`src/rtl/seg7_pkg.sv`:
```
// Seven-segment constants, display mode encoding and the scroll message.
package seg7_pkg;

    // Active-low segment patterns, bit order {g,f,e,d,c,b,a}
    localparam logic [6:0] SEG_BLANK = 7'b1111111;
    localparam logic [6:0] SEG_B     = 7'b0000011;
    localparam logic [6:0] SEG_A     = 7'b0001000;
    localparam logic [6:0] SEG_D     = 7'b0100001;
    localparam logic [6:0] SEG_N     = 7'b0101011;

    localparam int unsigned NUM_DIGITS = 10;
    localparam logic [6:0] SEG_DIGIT [NUM_DIGITS] = '{
        7'b1000000,  // 0
        7'b1111001,  // 1
        7'b0100100,  // 2
        7'b0110000,  // 3
        7'b0011001,  // 4
        7'b0010010,  // 5
        7'b0000010,  // 6
        7'b1111000,  // 7
        7'b0000000,  // 8
        7'b0010000   // 9
    };

    typedef enum logic [1:0] {
        MODE_SHOW   = 2'd0,
        MODE_BAD    = 2'd1,
        MODE_SCROLL = 2'd2
    } mode_e;

    // Scroll message "bAnAnA" followed by two blanks; length is a power of two
    // so the position counter wraps for free.
    localparam int unsigned MSG_LEN = 8;
    localparam int unsigned POS_W   = 3;
    localparam logic [6:0] MSG_M [MSG_LEN] = '{
        SEG_B, SEG_A, SEG_N, SEG_A, SEG_N, SEG_A, SEG_BLANK, SEG_BLANK
    };

endpackage

```
`src/rtl/seg7_digit.sv`:
```
// Combinational decimal digit decoder; values above 9 render blank.
module seg7_digit
    import seg7_pkg::*;
#(
    parameter int unsigned OP_W = 5
) (
    input  logic [OP_W-1:0] val_i,
    output logic [6:0]      seg_o
);

    // Table lookup with blanking of out-of-range values
    always_comb begin
        seg_o = SEG_BLANK;
        if (val_i <= OP_W'(9)) begin
            seg_o = SEG_DIGIT[4'(val_i)];
        end
    end

endmodule

```
`src/rtl/hex_msg_display.sv`:
```
// Shows operand digits on HEX0.., a blinking "bAd" banner for invalid operands,
// or a scrolling "bAnAnA" message when the special operand pair is present.
module hex_msg_display
    import seg7_pkg::*;
#(
    parameter int unsigned NUM_OPS    = 2,
    parameter int unsigned OP_W       = 5,
    parameter int unsigned TICK_DIV   = 25_000_000,
    parameter int unsigned SPECIAL_HI = 7,
    parameter int unsigned SPECIAL_LO = 12
) (
    input  logic                    CLOCK_50,
    input  logic                    reset_n,
    input  logic [NUM_OPS*OP_W-1:0] SW,
    output logic [6:0]              HEX0,
    output logic [6:0]              HEX1,
    output logic [6:0]              HEX2,
    output logic [6:0]              HEX3,
    output logic [6:0]              HEX4,
    output logic [6:0]              HEX5
);

    localparam int unsigned SW_W    = NUM_OPS * OP_W;
    localparam int unsigned CNT_W   = (TICK_DIV > 1) ? $clog2(TICK_DIV) : 1;
    localparam int unsigned NUM_HEX = 6;

    logic [SW_W-1:0]  sw_q;
    mode_e            mode_q;
    logic [CNT_W-1:0] cnt_q, cnt_d;
    logic [POS_W-1:0] pos_q, pos_d;
    logic             hide_q, hide_d;
    logic [6:0]       hex_q [NUM_HEX];
    logic [6:0]       hex_d [NUM_HEX];

    logic [OP_W-1:0]    op_c  [NUM_OPS];
    logic [6:0]         dig_c [NUM_OPS];
    logic [NUM_OPS-1:0] bad_op_c;
    logic               special_c;
    mode_e              mode_c;
    logic               change_c;
    logic               tick_c;

    // Per-operand field extraction, validity and digit decode
    for (genvar gi = 0; gi < NUM_OPS; gi++) begin : g_op
        assign op_c[gi]     = sw_q[gi*OP_W +: OP_W];
        assign bad_op_c[gi] = (op_c[gi] > OP_W'(9));

        seg7_digit #(.OP_W(OP_W)) u_digit (
            .val_i (op_c[gi]),
            .seg_o (dig_c[gi])
        );
    end

    // The scroll trigger needs two operands; a single-operand build never scrolls
    if (NUM_OPS >= 2) begin : g_special
        assign special_c = (op_c[1] == OP_W'(SPECIAL_HI)) && (op_c[0] == OP_W'(SPECIAL_LO));
    end else begin : g_no_special
        assign special_c = 1'b0;
    end

    // Mode classification: scroll beats bad, bad beats show
    always_comb begin
        mode_c = MODE_SHOW;
        if (special_c) begin
            mode_c = MODE_SCROLL;
        end else if (|bad_op_c) begin
            mode_c = MODE_BAD;
        end
    end

    assign change_c = (mode_c != mode_q);
    assign tick_c   = (cnt_q == CNT_W'(TICK_DIV - 1));

    // Tick, scroll position and blink phase; a mode change restarts all three
    // and swallows any coincident tick.
    always_comb begin
        cnt_d  = cnt_q + CNT_W'(1);
        pos_d  = pos_q;
        hide_d = hide_q;
        if (change_c) begin
            cnt_d  = '0;
            pos_d  = '0;
            hide_d = 1'b0;
        end else if (tick_c) begin
            cnt_d = '0;
            if (mode_q == MODE_SCROLL) begin
                pos_d = pos_q + POS_W'(1);
            end
            if (mode_q == MODE_BAD) begin
                hide_d = ~hide_q;
            end
        end
    end

    // Display image for the coming cycle, built from the already-updated phase
    always_comb begin
        for (int i = 0; i < NUM_HEX; i++) begin
            hex_d[i] = SEG_BLANK;
        end
        case (mode_c)
            MODE_SCROLL: begin
                for (int k = 0; k < NUM_HEX; k++) begin
                    hex_d[NUM_HEX-1-k] = MSG_M[POS_W'(pos_d + POS_W'(k))];
                end
            end
            MODE_BAD: begin
                for (int i = 0; i < NUM_OPS; i++) begin
                    hex_d[i] = dig_c[i];
                end
                if (!hide_d) begin
                    hex_d[5] = SEG_B;
                    hex_d[4] = SEG_A;
                    hex_d[3] = SEG_D;
                end
            end
            default: begin
                for (int i = 0; i < NUM_OPS; i++) begin
                    hex_d[i] = dig_c[i];
                end
            end
        endcase
    end

    // State and output registers with synchronous active-low reset
    always_ff @(posedge CLOCK_50) begin
        if (!reset_n) begin
            sw_q   <= '0;
            mode_q <= MODE_SHOW;
            cnt_q  <= '0;
            pos_q  <= '0;
            hide_q <= 1'b0;
            hex_q  <= '{default: SEG_BLANK};
        end else begin
            sw_q   <= SW;
            mode_q <= mode_c;
            cnt_q  <= cnt_d;
            pos_q  <= pos_d;
            hide_q <= hide_d;
            hex_q  <= hex_d;
        end
    end

    assign HEX0 = hex_q[0];
    assign HEX1 = hex_q[1];
    assign HEX2 = hex_q[2];
    assign HEX3 = hex_q[3];
    assign HEX4 = hex_q[4];
    assign HEX5 = hex_q[5];

endmodule

```
`config.mk`:
```
export PLATFORM = sky130hd
export DESIGN_NAME = hex_msg_display
export DESIGN_NICKNAME = d
export VERILOG_FILES = /design/src/rtl/seg7_pkg.sv /design/src/rtl/seg7_digit.sv /design/src/rtl/hex_msg_display.sv
export SDC_FILE = /design/constraint.sdc
export NUM_CORES = 1
export LEC_CHECK = 0
export ABC_AREA = 1
export CAP_MARGIN = 10
export CORE_AREA = 5 5 83 124
export DETAILED_ROUTE_END_ITERATION = 8
export DIE_AREA = 0 0 88 129
export DONT_BUFFER_PORTS = 1
export PLACE_DENSITY = 0.53
export SYNTH_ARGS = -nofsm -noshare
export SYNTH_HDL_FRONTEND = slang
export SYNTH_SLANG_ARGS = --single-unit
```
`constraint.sdc`:
```
create_clock -name CLOCK_50 -period 6.9 [get_ports CLOCK_50]
set_input_delay 0 -clock CLOCK_50 [delete_from_list [all_inputs] [get_ports CLOCK_50]]
set_output_delay 0 -clock CLOCK_50 [all_outputs]
set_load 0.1 [all_outputs]
```
# Yosys cells after proc, flatten, opt, wreduce, memory -nomap -nowiden
# Memories as Yosys holds them, arrays and structs flattened. A register that Yosys moved wholly into a read port is not among the register bits.
# Index checks and enable logic that the tools add are counted.
[totals] n_memories=8 out_inout_bits=42 reg_bits=76 input_bits=12 mem_bits_ro=560 wordCells=86
[memory_table] name="(name not given)" words=16 word_bits=7 read_ports=1 rd_clocked_by_memory_dff=0 wr=0 line="seg7_digit.sv:15" text="seg_o = SEG_DIGIT[4'(val_i)];"
[memory_table] name="(name not given)" words=16 word_bits=7 read_ports=1 rd_clocked_by_memory_dff=0 wr=0 line="seg7_digit.sv:15"
[memory_table] name="(name not given)" words=8 word_bits=7 read_ports=1 rd_clocked_by_memory_dff=0 wr=0 line="hex_msg_display.sv:103" text="hex_d[NUM_HEX-1-k] = MSG_M[POS_W'(pos_d + POS_W'(k))];"
[memory_table] name="(name not given)" words=8 word_bits=7 read_ports=1 rd_clocked_by_memory_dff=0 wr=0 line="hex_msg_display.sv:103"
[memory_table] name="(name not given)" words=8 word_bits=7 read_ports=1 rd_clocked_by_memory_dff=1 wr=0 line="hex_msg_display.sv:103"
[memory_table] name="(name not given)" words=8 word_bits=7 read_ports=1 rd_clocked_by_memory_dff=0 wr=0 line="hex_msg_display.sv:103"
[memory_table] name="+2 memories"
[classes] n_bitwise=10 n_eq_ne=8 muxes=27 order_cmp=11 n_reduce_logical=5 n_addsub=7
[ops] operator="7-bit two-way mux" count=16
[ops] operator="21-bit one-hot mux with 2 select lines" count=1
[ops] operator="25-bit by 1-bit adder with 25-bit output, second input constant" count=1
[ops] operator="25-bit equality test, second input constant" count=1
[ops] operator="3-bit NOT with 4-bit output" count=6
[ops] operator="21-bit two-way mux" count=1
[ops] operator="4-bit greater-or-equal comparator, second input constant" count=5
[ops] operator="14-bit two-way mux" count=1
[ops] operator="5-bit greater-or-equal comparator, second input constant" count=2
[ops] operator="5-bit by 4-bit greater-than comparator with 1-bit output, second input constant" count=2
[ops] operator="5-bit by 4-bit <= comparator with 1-bit output, second input constant" count=2
[ops] operator="4-bit NOT with 5-bit output" count=2
[ops] operator="3-bit two-way mux" count=3
[ops] operator="3-bit by 1-bit adder with 3-bit output, second input constant" count=2
[ops] operator="3-bit by 2-bit adder with 3-bit output, second input constant" count=2
[ops] operator="3-bit adder, second input constant" count=2
[ops] operator="5-bit by 3-bit equality test with 1-bit output, second input constant" count=1
[ops] operator="5-bit by 4-bit equality test with 1-bit output, second input constant" count=1
[ops] operator="2-bit by 1-bit equality test with 1-bit output, second input constant" count=2
[ops] operator="2-bit equality test, second input constant" count=2
[ops] operator="1-bit two-way mux" count=4
[ops] operator="3-bit OR reduction" count=1
[ops] operator="2-bit two-way mux" count=1
[ops] operator="2-bit inequality test" count=1
[ops] operator="other kinds (5)" count=6

# Logic depth before layout (Yosys ltp)
[logic_depth] word_depth=12 ltp_mapped=19 ltp_nobuf=19

# Modules after synthesis
# A second synthesis with hierarchy kept.
[hier_totals] hier_cells=518 area_unflattened_um2=3843.7
[modules_own_cells] mod="hex_msg_display" n_inst=1 cells_per_inst=436 seq_area_each_um2=1441.4 area_each_um2=3330.7
[modules_own_cells] mod="seg7_digit" n_inst=2 cells_per_inst=41 seq_area_each_um2=0.0 area_each_um2=256.5

# Least setup slack after synthesis
# No wires, ideal clock.
[synth_path] path_type="register to register" startpoint="reg sw_q[6]" endpoint="reg hex_q, in the netlist HEX2[5]" stages_incl_launch_ff=15 setup_ns=0.069 arrival_ns=2.416 required_ns=6.831 path_buffers=0 path_slack_ns=4.415 synth_period_minus_slack_ns=2.485 cell_sequence="dfxtp_1 -> inv_1 -> ha_1 -> inv_1 -> o21ai_0 -> nand2_1 -> nand2_1 -> nand2_1 -> o21bai_4 -> a21oi_4 -> nand4_1 -> ha_1 -> ha_1 -> o21a_1 -> o21ai_1"
[synth_via] elab_chain_cells=8 word_cells_on_any_way=13 classes_between="1 x add/sub; 1 x order compare; 3 x eq/ne; 3 x mux; 1 x bitwise; 4 x reduce/logical"
[synth_lines] element="from (decl)" line="hex_msg_display.sv:27" text="logic [SW_W-1:0] sw_q;"
[synth_lines] element="from (signal assigned)" line="hex_msg_display.sv:127" text="sw_q <= '0;"
[synth_lines] element="from (signal assigned)" line="hex_msg_display.sv:134" text="sw_q <= SW;"
[synth_lines] element="5-bit by 4-bit greater-than comparator with 1-bit output" line="hex_msg_display.sv:46" text="assign bad_op_c[gi] = (op_c[gi] > OP_W'(9));"
[synth_lines] element="2-bit OR reduction" line="hex_msg_display.sv:66" text="end else if (|bad_op_c) begin"
[synth_lines] element="1-bit two-way mux" line="hex_msg_display.sv:66"
[synth_lines] element="2-bit two-way mux *" line="hex_msg_display.sv:64" text="if (special_c) begin"
[synth_lines] element="2-bit inequality test" line="hex_msg_display.sv:71" text="assign change_c = (mode_c != mode_q);"
[synth_lines] element="3-bit two-way mux" line="hex_msg_display.sv:80" text="if (change_c) begin"
[synth_lines] element="3-bit by 2-bit adder with 3-bit output" line="hex_msg_display.sv:103"
[synth_lines] element="3-bit NOT with 4-bit output (not written as such)" line="hex_msg_display.sv:103"
[synth_lines] element="to (decl)" line="hex_msg_display.sv:32" text="logic [6:0] hex_q [NUM_HEX];"
# Every way passes the cells marked *; elsewhere a longest branch is shown, timed or not.
# A chain may end at the register's enable or synchronous reset.

# Worst setup path in the final report
[layout_path] startpoint="reg sw_q[0]" endpoint="reg hex_q, in the netlist HEX2[5]"
# The elaborated chain is that of the path after synthesis.

==> flow_summary.yaml <==
yosys:
  synth-edff-count: 0
  synth.most_common_cell: "nand2_1"
  synth.distinct_cells: 44
  synth_cells: 453
  yosysTopAreaCellShare_pct: 40.6
  ys_ff_latch: 72
  syn_avg_cell_area_sq_um: 7.84
  ys_seq_area_share_pct: 40.6
  synthArstFlopShare_pct: 0
  yosysWarnings: 0
  syn_nets: 487
  synth_area_leaders: "dfxtp_1 41%, nand2_1 9.3%, ha_1 7.7%, inv_1 6.1%, nor2_1 4.4%"
  netlist_area_sq_um: 3550
  ys.flop_type: "dfxtp_1"
  netlist_top_cells_count: "88 x nand2_1, 72 x dfxtp_1, 58 x inv_1"
  synth_area_leader_cell: "dfxtp_1"
worst_setup_path:
  cpPeakStageDelay_ns: 0.36
  cp_slowest_cell: "ha_1"
  endpoint_kind: "flip-flop"
  r2r_end: "HEX2[5]"
  worstPathMaxFanout: 15
  rrSetupSlack_ns: 3.91
  path_class: "flip-flop to flip-flop"
  cp.required_ns: 7.14
  critPathArrivalTime_ns: 3.23
  critPathLaunch: "sw_q[0]"
  r2r_start: "sw_q[0]"
  cp_num_cells: 11
  worst-path-buf-inv: 1
  r2r_cells: 11
  crit_top_cell: "ha_1"
  path_cells: "inv_1 > ha_1 > nand4_1 > nor2_4 > xor2_1 > a21oi_4 > nand4_1 > ha_1 > ha_1 > o21a_1 > o21ai_1"
  start_kind: "flip-flop"
  cpLargestDelayFamily: "adder cells"
cts:
  cts_tree: "built"
  post_cts_buffers: 0
  clock_sinks: 72
  cts_made_buffers: 9
  cts.path.max_buffers: 2
  cts_hold_buf: 11
  clock-root-buffer: "clkbuf_16"
  clk_pin_slew_ns: 0.05
  insertion_delay_ns: 0.32
  htreeDepth: 3
  cts_resized: 0
global_routing:
  antenna_found_initial: 0
  overflow: 0
  track_usage_pct: 14.1
  grt_max_degree: 26
  grt_pass1_wl_microns: 12400
  grt_pass1_vias: 2705
worst_hold_path:
  min_from: "reset_n"
  min_to: "cnt_q[13]"
  whs_path_depth: 2
  hp-class: "primary input to flip-flop"
floorplanning:
  rows: 43
  start_util_pct: 39.1
  die_w_microns: 88
  die_height_microns: 129
  core_sq_um: 9090
  io-pin-count: 54
  die_area_sq_um: 11400
drt:
  drc: 0
  wl_met2_microns: 3970
  dr.pass1.iters: 4
  finalWirelength_microns: 7400
  vias: 2777
  initialDrtViolationCount: 206
  avgViaCountPerCell: 4.82
  wire_per_inst_microns: 12.9
  ant_nets: 0
  wl_met1_microns: 3030
  top_layer_used: "met4"
  routed-wl-met3_microns: 303
power:
  power_frac_comb_pct: 9.4
  powerDensity_nw_per_um2: 254
  p_seq_share_pct: 50.6
  p_sw_w: 0.000312
  switching_share_pct: 30.4
  peakVddDrop_mv: 0.131
  p_clk_share_pct: 39.9
  p_int_w: 0.000715
  leakagePower_nw: 1.67
sta:
  setup_viol: 0
  hold_viol: 0
  finalWorstSetupSlack_ns: 3.91
  skew_ns: 0.00469
  slew_viol_final: 0
  period_needed_ns: 2.99
  period_share_pct: 43.4
  max_slew_margin_pct: 30.8
  worst_pin_slew_ns: 1.04
  max_freq_mhz: 334
  tns_ns: 0
  rsz0062_at_grt: "no"
layout:
  seq_area_sq_um: 1450
  fillers: 904
  diodes: 0
  area_growth_pct: 14.0
  drive_gt1_share_pct: 12.5
  nets: 496
  multi_input_area_sq_um: 1750
flow_run:
  drv_cap: 0
place:
  gp_congestion: 0.819
  dpl_worst_slack_ns: 3.86
  dp_hpwl_microns: 5550
  numPortBuffers: 0
run_status:
  run_status: "finished clean"
power by group through the flow:
stage / combinational, W / sequential (W) / clock (W)
final: 0.0000969 / 0.000520 / 0.000410
after global placement: 0.0000912 / 0.000529 / 0
after global routing: 0.000106 / 0.000522 / 0.000440
after CTS: 0.0000980 / 0.000521 / 0.000423
after floorplan: 0.0000735 / 0.000532 / 0
after detailed placement: 0.0000918 / 0.000529 / 0
area by class of cell:
cell class                 instances  area share (%)
multi-input combinational        299            43.3
sequential                        72            35.8
clock buffer                      12            6.33
inverter                          65            6.05
timing repair buffer              15            4.94
tap                              112            3.46
clock inverter                     1           0.124
per-stage QoR:
step	total power, W	hold slack (ns)	cell area, sq um	utilization, %	instances
2_1_floorplan	0.000605	0.0976	3550	-	453
3_3_place_gp	0.000621	0.0986	3680	40.5	552
3_5_place_dp	0.000621	0.0999	3680	40.5	552
4_1_cts	0.00104	0.0681	4050	44.6	576
5_1_grt	0.00107	0.0904	4050	44.6	576
6_report	0.00103	0.0725	4050	44.6	576
cells by family after synthesis:
logic type,share of synthesized area (%)
and+or+nand+nor,28.2
xor gates and xnor gates,3.20
adders and majority gates,7.75
buffers and inverters,10.1
DFF,40.6
AOI/OAI and AO/OA,10.2
per-layer routing:
layer  global-route usage [%]  up-vias
met1                     15.9     1268
met2                     24.7       45
met5                        0        -
met4                     4.79        0
met3                     4.29        6
li1                         -     1458
registers in the layout, summed over array words and instances, names as in the netlist, 3 cells and up:
signal  count
HEX0        7
HEX1        7
HEX2        4
HEX3        5
HEX4        4
HEX5        4
cnt_q      25
pos_q       3
sw_q       10
worst max-delay path by stage:
stage	end
floorplan	HEX2[5]
detailed placement	HEX2[5]
finish	HEX2[5]
global route	HEX0[1]
CTS	HEX2[5]
global placement	HEX2[5]
layout by cell type, fill, tap and decap left out, types with 3 or more instances in the layout:
master	n
nand2_1	88
dfxtp_1	65
inv_1	58
nor2_1	42
o21ai_0	26
nand3_1	24
ha_1	22
a21oi_1	16
nand4_1	14
dlygate4sd3_1	11
nor3_1	9
clkbuf_16	9
dfxtp_2	7
xor2_1	7
xnor2_1	6
inv_2	5
nor3_2	4
o21ai_1	4
nand2_2	3
nand2_4	3
nor2_2	3
buf_16	3
Note: power is estimated with default switching activity, not from simulation.
